### config.mk
export PLATFORM = sky130hd
export DESIGN_NAME = mem_stall_ctrl
export DESIGN_NICKNAME = d
export VERILOG_FILES = /design/src/rtl/mem_stall_ctrl.sv
export SDC_FILE = /design/constraint.sdc
export NUM_CORES = 1
export LEC_CHECK = 0
export CAP_MARGIN = 20
export CORE_MARGIN = 1.5
export CORE_UTILIZATION = 30
export CTS_CLUSTER_DIAMETER = 150
export DETAILED_ROUTE_END_ITERATION = 8
export PLACE_DENSITY = 0.6
export SLEW_MARGIN = 20
export SYNTH_ARGS = -nofsm -noshare
export SYNTH_HDL_FRONTEND = slang
export SYNTH_SLANG_ARGS = --single-unit
### constraint.sdc
create_clock -name clk -period 1.9 [get_ports clk]
set_input_delay 0.38 -clock clk [delete_from_list [all_inputs] [get_ports clk]]
set_output_delay 0.38 -clock clk [all_outputs]
set_load 0.005 [all_outputs]
### src/rtl/mem_stall_ctrl.sv
// mem_stall_ctrl: MEM-stage load/store sequencer that stalls the pipeline around a ready/rvalid data-memory handshake
module mem_stall_ctrl #(
    parameter int TIMEOUT = 64
) (
    input  logic        clk,
    input  logic        rst_n,
    input  logic        MemRead_M,
    input  logic        MemWrite_M,
    input  logic [2:0]  funct3_M,
    input  logic [31:0] addr_M,
    input  logic [31:0] wdata_M,
    output logic        mem_req,
    output logic        mem_we,
    output logic [31:0] mem_addr,
    output logic [31:0] mem_wdata,
    output logic [3:0]  mem_be,
    input  logic        mem_ready,
    input  logic        mem_rvalid,
    input  logic [31:0] mem_rdata,
    output logic        Stall_M,
    output logic [31:0] load_data_M,
    output logic        load_valid,
    output logic        Misalign,
    output logic        Timeout_err
);
    localparam int CW = $clog2(TIMEOUT + 1);
    typedef enum logic [1:0] {IDLE, REQ, WAIT_RSP, DONE} state_t;
    state_t state, state_nx;
    logic access, legal, aligned, go, busy, capture, done_ok, tmo, we_q;
    logic [2:0] f3_q;
    logic [3:0] be_q;
    logic [31:0] addr_q, wdata_q, shifted, load_fmt;
    logic [CW-1:0] cnt;

    assign access = MemRead_M || MemWrite_M;
    assign legal = MemRead_M ? (funct3_M inside {3'b000, 3'b001, 3'b010, 3'b100, 3'b101})
                             : (funct3_M inside {3'b000, 3'b001, 3'b010});
    assign aligned = (funct3_M[1:0] == 2'b01) ? !addr_M[0]
                   : (funct3_M[1:0] == 2'b10) ? (addr_M[1:0] == 2'b00) : 1'b1;
    assign go = (state == IDLE) && access && legal && aligned;
    assign busy = (state == REQ) || (state == WAIT_RSP);
    assign capture = mem_rvalid && ((state == WAIT_RSP) || ((state == REQ) && mem_ready && !we_q));
    assign done_ok = capture || ((state == REQ) && mem_ready && we_q);
    assign tmo = busy && !done_ok && (cnt == CW'(TIMEOUT - 1));
    assign shifted = mem_rdata >> {addr_q[1:0], 3'b000};
    assign load_fmt = (f3_q == 3'b000) ? {{24{shifted[7]}}, shifted[7:0]}
                    : (f3_q == 3'b100) ? {24'b0, shifted[7:0]}
                    : (f3_q == 3'b001) ? {{16{shifted[15]}}, shifted[15:0]}
                    : (f3_q == 3'b101) ? {16'b0, shifted[15:0]} : mem_rdata;

    always_ff @(posedge clk) begin
        if (!rst_n) begin
            state       <= IDLE;
            cnt         <= '0;
            load_data_M <= '0;
            Timeout_err <= 1'b0;
            we_q        <= 1'b0;
            f3_q        <= '0;
            addr_q      <= '0;
            wdata_q     <= '0;
            be_q        <= '0;
        end else begin
            state <= state_nx;
            cnt   <= go ? '0 : busy ? cnt + 1'b1 : cnt;
            if (go) begin
                we_q    <= !MemRead_M;
                f3_q    <= funct3_M;
                addr_q  <= addr_M;
                wdata_q <= (funct3_M[1:0] == 2'b00) ? {4{wdata_M[7:0]}}
                         : (funct3_M[1:0] == 2'b01) ? {2{wdata_M[15:0]}} : wdata_M;
                be_q    <= (funct3_M[1:0] == 2'b00) ? 4'b0001 << addr_M[1:0]
                         : (funct3_M[1:0] == 2'b01) ? 4'b0011 << addr_M[1:0] : 4'b1111;
            end
            if (capture)
                load_data_M <= load_fmt;
            else if (tmo)
                load_data_M <= '0;
            if (tmo)
                Timeout_err <= 1'b1;
        end
    end

    always_comb begin
        state_nx = (state == IDLE) ? (go ? REQ : IDLE)
                 : (state == DONE) ? IDLE
                 : (done_ok || tmo) ? DONE
                 : ((state == REQ) && mem_ready) ? WAIT_RSP : state;
    end

    always_comb begin
        mem_req    = rst_n && (state == REQ);
        mem_we     = mem_req && we_q;
        mem_be     = mem_req ? be_q : 4'b0000;
        mem_addr   = {addr_q[31:2], 2'b00};
        mem_wdata  = wdata_q;
        Stall_M    = rst_n && (go || busy);
        Misalign   = rst_n && (state == IDLE) && access && !(legal && aligned);
        load_valid = rst_n && (state == DONE) && !we_q;
    end
endmodule

==> Word level (Yosys, flattened, before mapping) <==
Cells that the tools add are included.
{ "word_totals": {"ramBits": 0, "mem_bits_ro": 0, "latch_bits": 0, "memories": 0, "wordCells": 85, "reg_bits": 114, "inputBits": 105} }
{ "op_classes": {"add_sub_neg": 1, "magnitude_cmp": 0, "muxes": 19, "n_reduce_logical": 39, "n_div": 0, "shifts": 3, "n_eq_ne": 13, "n_mul": 0, "bitwise_logic": 1} }
{ "op_table": {"columns": ["op", "count"], "rows": [
  ["$mux W32", 8],
  ["$shr A32 B5 Y16", 1],
  ["$logic_and A1 B1 Y1", 18],
  ["$eq A3 B3 Y1 const B", 4],
  ["$mux W4", 3],
  ["$mux W2", 4],
  ["$add A7 B1 Y7 const B", 1],
  ["$eq A7 B6 Y1 const B", 1],
  ["$eq A2 B2 Y1 const B", 3],
  ["$eq A3 B1 Y1 const B", 2],
  ["$logic_not A2 Y1", 3],
  ["$logic_not A3 Y1", 2],
  ["$logic_or A1 B1 Y1", 6],
  ["$logic_not A1 Y1", 5],
  ["$reduce_bool A5 Y1", 1],
  ["$eq A2 B1 Y1 const B", 2],
  ["$mux W1", 4],
  ["$reduce_bool A4 Y1", 1],
  ["$shl A1 B2 Y4 const A", 1],
  ["$shl A2 B2 Y4 const A", 1],
  ["$eq A3 B2 Y1 const B", 1],
  ["$reduce_bool A3 Y1", 1],
  ["$reduce_bool A2 Y1", 1],
  ["$reduce_or A2 Y1", 1],
  ["$not A1 Y1", 1]
]} }

==> Depth between registers and ports, before layout <==
Gate-level depths: netlist of the first run.
{ "depth": {"ltp_word": 13, "mapped_depth": 8} }

==> Worst setup path after synthesis of the first run <==
OpenSTA, ideal clock, no wires.
{ "synth_timing": {"path_kind": "register to register", "start": "register state[0]", "end": "register load_data_M[28]", "setup_ns": 0.117, "arrival_ns": 1.916, "stages_incl_launch_ff": 9, "slack_ns": -0.132, "path_cell_list": "dfxtp_1 inv_1 ha_1 buf_2 nand4_2 or2_1 o2111a_1 buf_2 a22o_1"} }
{ "synth_between": {"elab_cells_between_ends": 14, "cone_classes": "2 x eq/ne; 1 x mux; 11 x reduce/logical"} }
{ "synth_lines": {"columns": ["item", "line_no", "text"], "rows": [
  ["start: declaration", "28", "state_t state, state_nx;"],
  ["start signal: assignment", "63", "state <= state_nx;"],
  ["$eq A2 B1 Y1 or $eq A2 B2 Y1 (tied branches)", "41", "assign busy = (state == REQ) || (state == WAIT_RSP);"],
  ["$logic_or A1 B1 Y1 *", "41", null],
  ["named net busy", "29", "logic access, legal, aligned, go, busy, capture, done_ok, tmo, we_q;"],
  ["$logic_and A1 B1 Y1 * (2 in series)", "44", "assign tmo = busy && !done_ok && (cnt == CW'(TIMEOUT - 1));"],
  ["$reduce_bool A2 Y1 (no source line) *", null, null],
  ["end signal: assignment", "75", "load_data_M <= load_fmt;"],
  ["end: declaration", "21", "output logic [31:0] load_data_M,"]
]} }
The timed path passes the listed nets; every way through them passes the cells marked *.
A chain may end at the register's enable or synchronous reset.

==> Final worst setup path of the first run <==
{ "layout_timing": {"start": "register state[0]", "end": "output Stall_M"} }
{ "layout_between": {"elab_chain_len": 6, "elab_cells_between_ends": 9, "cone_classes": "2 x eq/ne; 7 x reduce/logical"} }
{ "layout_rtl": {"columns": ["item", "line_no", "text"], "rows": [
  ["$logic_not A2 Y1", "40", "assign go = (state == IDLE) && access && legal && aligned;"],
  ["$logic_and A1 B1 Y1 (3 in series)", "40", null],
  ["$logic_or A1 B1 Y1 *", "96", "Stall_M = rst_n && (go || busy);"],
  ["$logic_and A1 B1 Y1 *", "96", null],
  ["end: declaration", "20", "output logic Stall_M,"]
]} }
Every way passes the cells marked *; elsewhere a longest branch is shown, timed or not.

==> impl_results.md, run 1 <==
- Status: complete, but fails checks
- Failing checks: design-rule violations, negative setup slack
- Die area: 19400 um2
- Initial Util: 0.308
- Setup crit end kind: primary output
- Final worst setup slack: -0.000301 ns
- RR Endpoint: load_data_M[1]$_SDFFE_PN0P_
- P_leak: 3.43 nW
- FMAX: 0.526 GHz
- Most frequent cells in the layout: clkdlybuf4s50_1, dfxtp_1, nand2_1
- Number of synthesized flops with an enable pin: 0
- Root buf cell: clkbuf_16
- Filler cell count: 1751
- Worst-path fanout max: 2
- Post-synth top area share: 0.410
- DR WL/cell: 16.7 um
- Clock Tree Buf Depth: 2
- Synth cell types: 53
- Die W: 139 um
- Slew headroom: 0.597
- Simple-gate area share of the yosys netlist: 0.165
- Maximum vdd drop: 0.614 mV
- Final Slew Violations: 0
- Synth Register Bits: 114
- Flop-to-flop setup slack: 0.09 ns
- Mux contribution to synthesized area: 0.0586
- CP Data Arrival Time: 1.52 ns
- DRT iter0 DRCs: 330
- First-pass GRT wire length: 28300 um
- RSZ-0062 raised after global routing: yes
- Worst slew pin tran: 0.602 ns
- DR pass1 iterations: 8
- CTS tree: yes
- Skew final: 0.00700 ns
- Fin util: 0.479
- Largest family of logic cells by synthesized area: compound AO/OA/AOI/OAI gates
- Overflow after GRT: 0
- H-tree depth: 4
- Post-detail-place hpwl: 12500 um
- Cell accounting for the most synthesized area: dfxtp_1
- Synth Cell Area: 5570 um2
- Total wire length: 18000 um
- Via Count: 5369
- Critical Path End: Stall_M
- Final #Nets: 954
- Routed Antenna Nets: 0
- Vias in the first global route: 5232
- Xor/xnor share of the synthesized area: 0.00786
- Max Cap Viol: 0
- Row count: 49
- Largest net degree at the start of global routing: 56
- Antenna cell count: 0
- R2R depth: 9
- Compound-gate portion of the synthesized area: 0.243
- Finished Layout Cells: 1081
- DRC: 15
- Final Hold Violating Endpoints: 0
- Pwr dens: 1040 nW/um2
- Area grow syn2layout: 55.7%
- Critical Path Start: state[0]$_SDFFE_PN0P_
- Count of final setup violators: 1
- Global placement routability congestion: 0.768
- Clock-pin slew on the worst setup and hold paths: 0.05 ns
- Worst setup SP type: flip-flop
- Synth area leaders: dfxtp_1, o2bb2ai_1, nand3_1, nand2_1, mux2i_1
- Avg Cell Area, Syn: 8.72 um2
- Via density: 4.97
- Sequential fraction of the synthesis area: 0.410
- Core area: 18100 um2
- Critical Path RT: 1.52 ns
- Dpl cells: 1044
- YS warnings: 0
- Ys async rst share: 0
- Inserted Clock Buffers: 17
- IO Count: 211
- # port buffers: 208
- Critical path class: flip-flop to primary output
- Worst min-delay path class: input pin to flip-flop
- Synth Flop Type: dfxtp_1
- Cells after Synth: 639
- Tot GR Track Use: 0.184
- Die Y: 139 um
- Period utilisation layout: 1.00
- Commonest non-fill, non-tap cell in the layout: clkdlybuf4s50_1
- Final Critical Period: 1.90 ns
- Adder-Cell Fraction of Synth Area: 0.0202
- Clk_lat worst skew: 0.41 ns
- Reg2Reg Launch Point: state[1]$_SDFFE_PN0P_
- Share of cells above drive strength 1: 0.151
- # clock sinks: 114
- Initial antenna violation count: 0
-- synthesized netlist by cell type (2+ instances only) --
cell type,number
and3_1,6
mux2i_1,27
dfxtp_1,114
nor2_1,26
nand3_1,59
buf_2,11
o2bb2ai_1,34
inv_1,8
nand2b_1,9
a22oi_1,16
o21a_1,4
buf_4,34
o21ai_0,37
buf_6,4
nor2b_1,4
ha_1,9
and2_1,2
a2bb2oi_1,7
o22ai_1,2
a222oi_1,4
o21ai_1,40
a22o_1,10
o211a_1,12
buf_1,3
a221oi_1,2
nand3b_1,7
a21oi_1,3
xnor2_1,2
mux2_2,3
nand2_1,76
xor2_1,3
clkbuf_1,36
o211ai_1,5
-- stage by stage --
stage               setup TNS [ns]  hold WS [ns]  setup WS, ns  instance area [um2]  power, W
finish                   -0.000301         0.333     -0.000301                 8670   0.00900
global route                -0.222         0.342       -0.0533                 8670   0.00943
CTS                         -0.274         0.303        -0.135                 8600   0.00904
detailed placement          -56.02         0.440        -0.747                 7900   0.00539
global placement            -54.02         0.435        -0.725                 7900   0.00538
floorplan                        0         0.424       0.00695                 5590   0.00417
-- layout make-up --
cell class              instances  area (um2)  share of cell area
repair buffers                268        2560               0.295
clock inverters                 8         150              0.0173
clock buffers                  23         488              0.0563
flip-flops and latches        114        2280               0.263
inverters                       8        30.0             0.00346
multi-input cells             431        2870               0.331
well taps                     229         287              0.0330
-- report_power, final --
group / internal, W / total, W / switching [W]
logic: 0.00145 / 0.00265 / 0.00120
clock network: 0.00233 / 0.00347 / 0.00114
registers: 0.00270 / 0.00288 / 0.000178
-- registers in the layout, indices dropped and copies added (netlist names) --
name         count
state            2
be_q             4
mem_wdata       32
Timeout_err      1
cnt              7
f3_q             3
we_q             1
addr_q          32
load_data_M     32
-- repair_timing --
| action | CTS | global route |
|---|---|---|
| resized for setup | 52 | 20 |
| pin swaps | 6 | 8 |
| cloned | 1 | 1 |
| setup endpoints to repair | 82 | 84 |
| hold buffers | 0 | 0 |
| setup buffers | 4 | 2 |
-- worst min-delay path by stage --
stage	start	endpoint	slack, ns	cells past startpoint
2_1_floorplan	be_q[0]$_SDFFE_PN0P_	be_q[0]$_SDFFE_PN0P_	0.42	1
3_3_place_gp	addr_q[20]$_SDFFE_PN0P_	addr_q[20]$_SDFFE_PN0P_	0.44	2
3_5_place_dp	addr_q[20]$_SDFFE_PN0P_	addr_q[20]$_SDFFE_PN0P_	0.44	2
4_1_cts	rst_n	Timeout_err$_SDFFE_PN0P_	0.30	2
5_1_grt	rst_n	Timeout_err$_SDFFE_PN0P_	0.34	2
6_report	rst_n	Timeout_err$_SDFFE_PN0P_	0.33	2
-- worst max-delay path, stage by stage (launching register included) --
cell	delay [ns]
dfxtp_2	0.32
inv_2	0.07
ha_4	0.14
o21ai_2	0.07
a2111oi_4	0.24
o21a_1	0.16
buf_2	0.11
-- kinds of logic after synthesis --
group | count (synthesis)
AOI/OAI and AO/OA | 187
buffers and inverters | 96
and+or+nand+nor | 196
xor gates and xnor gates | 5
other | 1
adders and majority gates | 9
DFF | 114
muxes | 31
-- per-layer routing --
layer,vias to the layer above,track usage,wire length [um]
li1,2674,-,-
met1,2475,0.237,8000
met2,196,0.283,8030
met3,24,0.0678,1660
met4,0,0.0638,329
met5,-,0,0
(Power assumes the default switching activity.)
==> inputs of run 2 (changes only) <==
--- a/config.mk
+++ b/config.mk
@@ -5,6 +5,7 @@
 export SDC_FILE = /design/constraint.sdc
 export NUM_CORES = 1
 export LEC_CHECK = 0
+export ABC_AREA = 1
 export CAP_MARGIN = 20
 export CORE_MARGIN = 1.5
 export CORE_UTILIZATION = 30
==> impl_results.md, run 2 <==
- Inserted Clock Buffers: 17
- Fin util: 0.463
- Compound-gate portion of the synthesized area: 0.120
- Worst slew pin tran: 0.589 ns
- Post-synth top area share: 0.389
- # clock sinks: 114
- Logic pwr share: 0.339
- Initial antenna violation count: 0
- Die Y: 143 um
- Final Slew Violations: 0
- Post-DP Area: 8160 um2
- Final #Nets: 1202
- Routed Antenna Nets: 0
- Count leader, synth: nand2_1
- # port buffers: 208
- Worst-path fanout max: 6
- Worst setup SP type: flip-flop
- Simple-gate area share of the yosys netlist: 0.350
- Setup TNS Final: 0 ns
- Avg Cell Area, Syn: 6.53 um2
- CP delay by family, top: buffers and inverters
- Switching Share: 0.339
- Final Critical Period: 1.85 ns
- Finished Layout Cells: 1361
- Area grow syn2layout: 49.9%
- DRC: 0
- Via Count: 6200
- Final instance area: 8780 um2
- CP Data Arrival Time: 1.47 ns
- DR WL/cell: 14.0 um
- Max Cap Viol: 0
- Worst min-delay path class: input pin to flip-flop
- Adder-Cell Fraction of Synth Area: 0.0192
- Buffer and inverter count on the worst path: 3
- Commonest non-fill, non-tap cell in the layout: nand2_1
- Synth area leaders: dfxtp_1, nand2_1, a21oi_1, nand3_1, buf_4
- Status: completed
- Root buf cell: clkbuf_16
- H-tree depth: 4
- Critical Path Slowest Stage Cell: dfxtp_2
- Share of cells above drive strength 1: 0.115
- Skew final: 0.00943 ns
- P_leak: 3.60 nW
- Dpl cells: 1328
- Post-detail-place hpwl: 13900 um
- Commonest cells in the synthesized netlist: nand2_1, dfxtp_1, a21oi_1
- DRT iter0 DRCs: 344
- Final worst setup slack: 0.0452 ns
- Critical Path RT: 1.52 ns
- Maximum vdd drop: 0.667 mV
- Vias in the first global route: 6032
- Die W: 143 um
- Cell accounting for the most synthesized area: dfxtp_1
- Slew headroom: 0.607
- Overflow after GRT: 0
- Via density: 4.56
- Synth Cell Area: 5860 um2
- Count of final setup violators: 0
- Initial Util: 0.309
- Pwr dens: 1010 nW/um2
- Clk_lat worst skew: 0.41 ns
- CP max stage delay: 0.32 ns
- Clock-pin slew on the worst setup and hold paths: 0.06 ns
- CTS tree: yes
- FMAX: 0.539 GHz
- IO Count: 211
- Critical path class: flip-flop to primary output
- Synth Register Bits: 114
- Number of synthesized flops with an enable pin: 0
- Period utilisation layout: 0.976
- Pint: 0.00586 W
- Ys async rst share: 0
- Row count: 50
- Core area: 19000 um2
- Xor/xnor share of the synthesized area: 0.00448
- Cell Chain, Critical Path: inv_2 > buf_4 > ha_4 > nand2_4 > nor2_1 > clkdlybuf4s15_1
- Die area: 20400 um2
- Clock Tree Buf Depth: 2
- First-pass GRT wire length: 30100 um
- Register share of total power: 0.329
- Switching pwr: 0.00301 W
- Final Hold Violating Endpoints: 0
- Mux contribution to synthesized area: 0
- Antenna cell count: 0
- Clock share of power: 0.332
- Setup crit end kind: primary output
- Total wire length: 19000 um
- RSZ-0062 raised after global routing: yes
- Largest family of logic cells by synthesized area: simple AND/OR/NAND/NOR gates
- Global placement routability congestion: 0.932
- DR pass1 iterations: 5
- Synth cell types: 30
- Synth Flop Type: dfxtp_1
- Tot GR Track Use: 0.188
- Most frequent cells in the layout: nand2_1, clkdlybuf4s50_1, dfxtp_1
- YS warnings: 0
- Place WS: -0.598 ns
- Cells after Synth: 897
- Sequential fraction of the synthesis area: 0.389
- Largest net degree at the start of global routing: 46
==> run 2: worst min-delay path, cell delays in order <==
cell and delay (ns):
dlymetal6s2s_1 0.12, inv_2 0.06, o21ai_0 0.15, a21oi_1 0.04
==> run 2: cell families (layout without fill, tap and decap cells) <==
kind of cell / after synthesis / after routing
and+or+nand+nor: 507 / 507
AOI/OAI and AO/OA: 138 / 138
buffers and inverters: 125 / 328
DFF: 114 / 114
adders and majority gates: 9 / 9
xor gates and xnor gates: 3 / 3
other: 1 / 2
==> run 2: power groups by stage <==
stage                     Sequential, W  Combinational, W  Clock (W)
final                           0.00292           0.00301    0.00295
after global routing            0.00295           0.00336    0.00315
after CTS                       0.00292           0.00298    0.00302
after detailed placement        0.00296           0.00292          0
after global placement          0.00295           0.00291          0
after floorplan                 0.00294           0.00162          0
==> run 2: metrics by stage <==
stage	total power (W)	hold slack [ns]
5_1_grt	0.00946	0.405
6_report	0.00887	0.390
3_3_place_gp	0.00586	0.430
3_5_place_dp	0.00588	0.435
4_1_cts	0.00892	0.450
2_1_floorplan	0.00456	0.441
==> run 2: final cells by class <==
| class | count | area, um2 |
|---|---|---|
| multi-input cells | 659 | 2990 |
| clock buffers | 17 | 425 |
| flip-flops and latches | 114 | 2280 |
| well taps | 260 | 325 |
| fillers | 1968 | 10200 |
| clock inverters | 15 | 125 |
| repair buffers | 256 | 2480 |
| inverters | 40 | 150 |
==> run 2: final timing paths <==
kind,startpoint,end,slack (ns),depth (start not counted)
worst max register to register,state[1]$_SDFFE_PN0P_,load_data_M[25]$_SDFFE_PN0P_,0.18,12
worst max-delay path,state[1]$_SDFFE_PN0P_,mem_we,0.05,6
worst min-delay path,MemRead_M,we_q$_SDFFE_PN0P_,0.39,4
worst min register to register,mem_wdata[0]$_SDFFE_PN0P_,mem_wdata[0]$_SDFFE_PN0P_,0.45,2
==> run 2: per-layer routing <==
| layer | GRT usage | up-vias | wire, um |
|---|---|---|---|
| met5 | 0 | - | 0 |
| met4 | 0.0619 | 0 | 312 |
| met3 | 0.0781 | 20 | 1880 |
| met2 | 0.307 | 217 | 8640 |
| met1 | 0.221 | 2757 | 8210 |
| li1 | - | 3206 | - |
==> run 2: timing repair <==
action / in CTS / in global routing
hold buffers: 0 / 0
pin swaps: 9 / 9
gates resized for setup: 39 / 23
setup endpoints to repair: 68 / 14
buffers inserted: 0 / 1
==> inputs of run 3 (changes only) <==
--- a/config.mk
+++ b/config.mk
@@ -11,6 +11,7 @@
 export CORE_UTILIZATION = 30
 export CTS_CLUSTER_DIAMETER = 150
 export DETAILED_ROUTE_END_ITERATION = 8
+export GPL_TIMING_DRIVEN = 0
 export PLACE_DENSITY = 0.6
 export SLEW_MARGIN = 20
 export SYNTH_ARGS = -nofsm -noshare
==> impl_results.md, run 3 (synthesized netlist as in run 2, its figures left out) <==
- Tot GR Track Use: 0.204
- RSZ-0062 raised after global routing: yes
- Die area: 20400 um2
- Finished Layout Cells: 1404
- Footprint of the multi-input gates: 2980 um2
- Via Count: 6505
- # port buffers: 207
- Area grow syn2layout: 53.9%
- Routed Antenna Nets: 0
- Max Cap Viol: 0
- Via density: 4.63
- DR WL/cell: 14.6 um
- Met2 WL: 9290 um
- WL met1: 8920 um
- Post-DP Area: 8260 um2
- CP Data Arrival Time: 1.63 ns
- Commonest non-fill, non-tap cell in the layout: nand2_1
- CTS Hold Bufs: 0
- Cell Chain, Critical Path: inv_4 > ha_4 > inv_2 > nor2_4 > nand3_4 > buf_8 > a21oi_4 > buf_2
- Status: complete, but fails checks
- Max Used Layer: met5
- Logic pwr share: 0.333
- Skew final: 0.00676 ns
- Total wire length: 20500 um
- Clock-pin slew on the worst setup and hold paths: 0.05 ns
- Switching pwr: 0.00296 W
- Initial antenna violation count: 1
- DR pass1 iterations: 7
- Place WS: -1.10 ns
- Slew headroom: 0.580
- Reg area: 2290 um2
- Worst-path fanout max: 3
- Failing checks: negative setup slack
- Final #Nets: 1245
- Die Y: 143 um
- Largest net degree at the start of global routing: 20
- Antenna cell count: 0
- FMAX: 0.497 GHz
- Setup TNS Final: -0.110 ns
- Overflow after GRT: 0
- Clock Tree Buf Depth: 2
- Critical Path Slowest Stage Cell: dfxtp_2
- Critical Path RT: 1.52 ns
- H-tree depth: 4
- Period utilisation layout: 1.06
- Final Critical Period: 2.01 ns
- Initial Util: 0.309
- Most frequent cells in the layout: nand2_1, clkdlybuf4s50_1, dfxtp_1
- Vias in the first global route: 6137
- Inserted Clock Buffers: 17
- Count of final setup violators: 1
- Final worst setup slack: -0.110 ns
- Post-detail-place hpwl: 15500 um
- CP delay by family, top: buffers and inverters
- Pwr dens: 1030 nW/um2
- Clock share of power: 0.353
- Worst min-delay path class: input pin to flip-flop
- First-pass GRT wire length: 31800 um
- Critical path class: flip-flop to primary output
- Final Slew Violations: 0
- DRC: 0
- Worst setup SP type: flip-flop
- Share of cells above drive strength 1: 0.131
- Register share of total power: 0.314
- Pint: 0.00636 W
- DR WL met3: 1960 um
- Switching Share: 0.317
- # clock sinks: 114
- Clk_lat worst skew: 0.41 ns
- Core area: 19000 um2
- DRT iter0 DRCs: 324
- P_leak: 3.79 nW
- CTS tree: yes
- Maximum vdd drop: 0.631 mV
- Die W: 143 um
- Row count: 50
- Root buf cell: clkbuf_16
- Buffer and inverter count on the worst path: 4
- Setup crit end kind: primary output
- Final Hold Violating Endpoints: 0
- Worst slew pin tran: 0.631 ns
- Filler cell count: 1949
- Final instance area: 9020 um2
- CP max stage delay: 0.34 ns
- IO Count: 211
- Dpl cells: 1365
- Global placement routability congestion: 0.941
[run 3: repair_timing]
action                                  4_1_cts  5_1_grt
resized for setup                            52       21
endpoints found under the setup margin       84       31
pin swaps                                     2        3
setup buffers                                 2        6
[run 3: worst paths after layout]
path,from,end,slack (ns),cells after the start
max reg2reg,state[1]$_SDFFE_PN0P_,mem_wdata[4]$_SDFFE_PN0P_,0.11,12
max,state[1]$_SDFFE_PN0P_,Stall_M,-0.11,8
min,rst_n,we_q$_SDFFE_PN0P_,0.32,3
min reg2reg,mem_wdata[0]$_SDFFE_PN0P_,mem_wdata[0]$_SDFFE_PN0P_,0.45,2
[run 3: cell type report]
cell class / instances / area share
inverter: 40 / 0.0172
multi-input combinational: 659 / 0.330
buffer: 84 / 0.0616
sequential: 114 / 0.254
clock inverter: 10 / 0.0146
tap: 260 / 0.0361
timing repair buffer: 215 / 0.234
clock buffer: 22 / 0.0526
[run 3: power groups by stage]
stage          combinational [W]  clock, W  sequential (W)
6_report                 0.00310   0.00329         0.00293
4_1_cts                  0.00303   0.00336         0.00293
5_1_grt                  0.00346   0.00347         0.00296
3_5_place_dp             0.00291         0         0.00295
3_3_place_gp             0.00291         0         0.00295
2_1_floorplan            0.00162         0         0.00294
[run 3: routing by layer]
layer  track usage  vias up
met2         0.324      256
met3        0.0798       32
li1              -     3299
met1         0.252     2916
met5             0        -
met4        0.0646        2
[run 3: per-stage QoR]
stage	utilization	hold WS, ns	total power (W)
after CTS	0.472	0.285	0.00932
after global routing	0.476	0.337	0.00990
final	0.476	0.320	0.00931
after detailed placement	0.436	0.435	0.00587
after global placement	0.436	0.430	0.00586
after floorplan	-	0.441	0.00456
[run 3: worst min-delay path, delay by kind of cell]
family	cells	cell delay [ns]
buffers and inverters	1	0.17
AOI/OAI and AO/OA	2	0.13
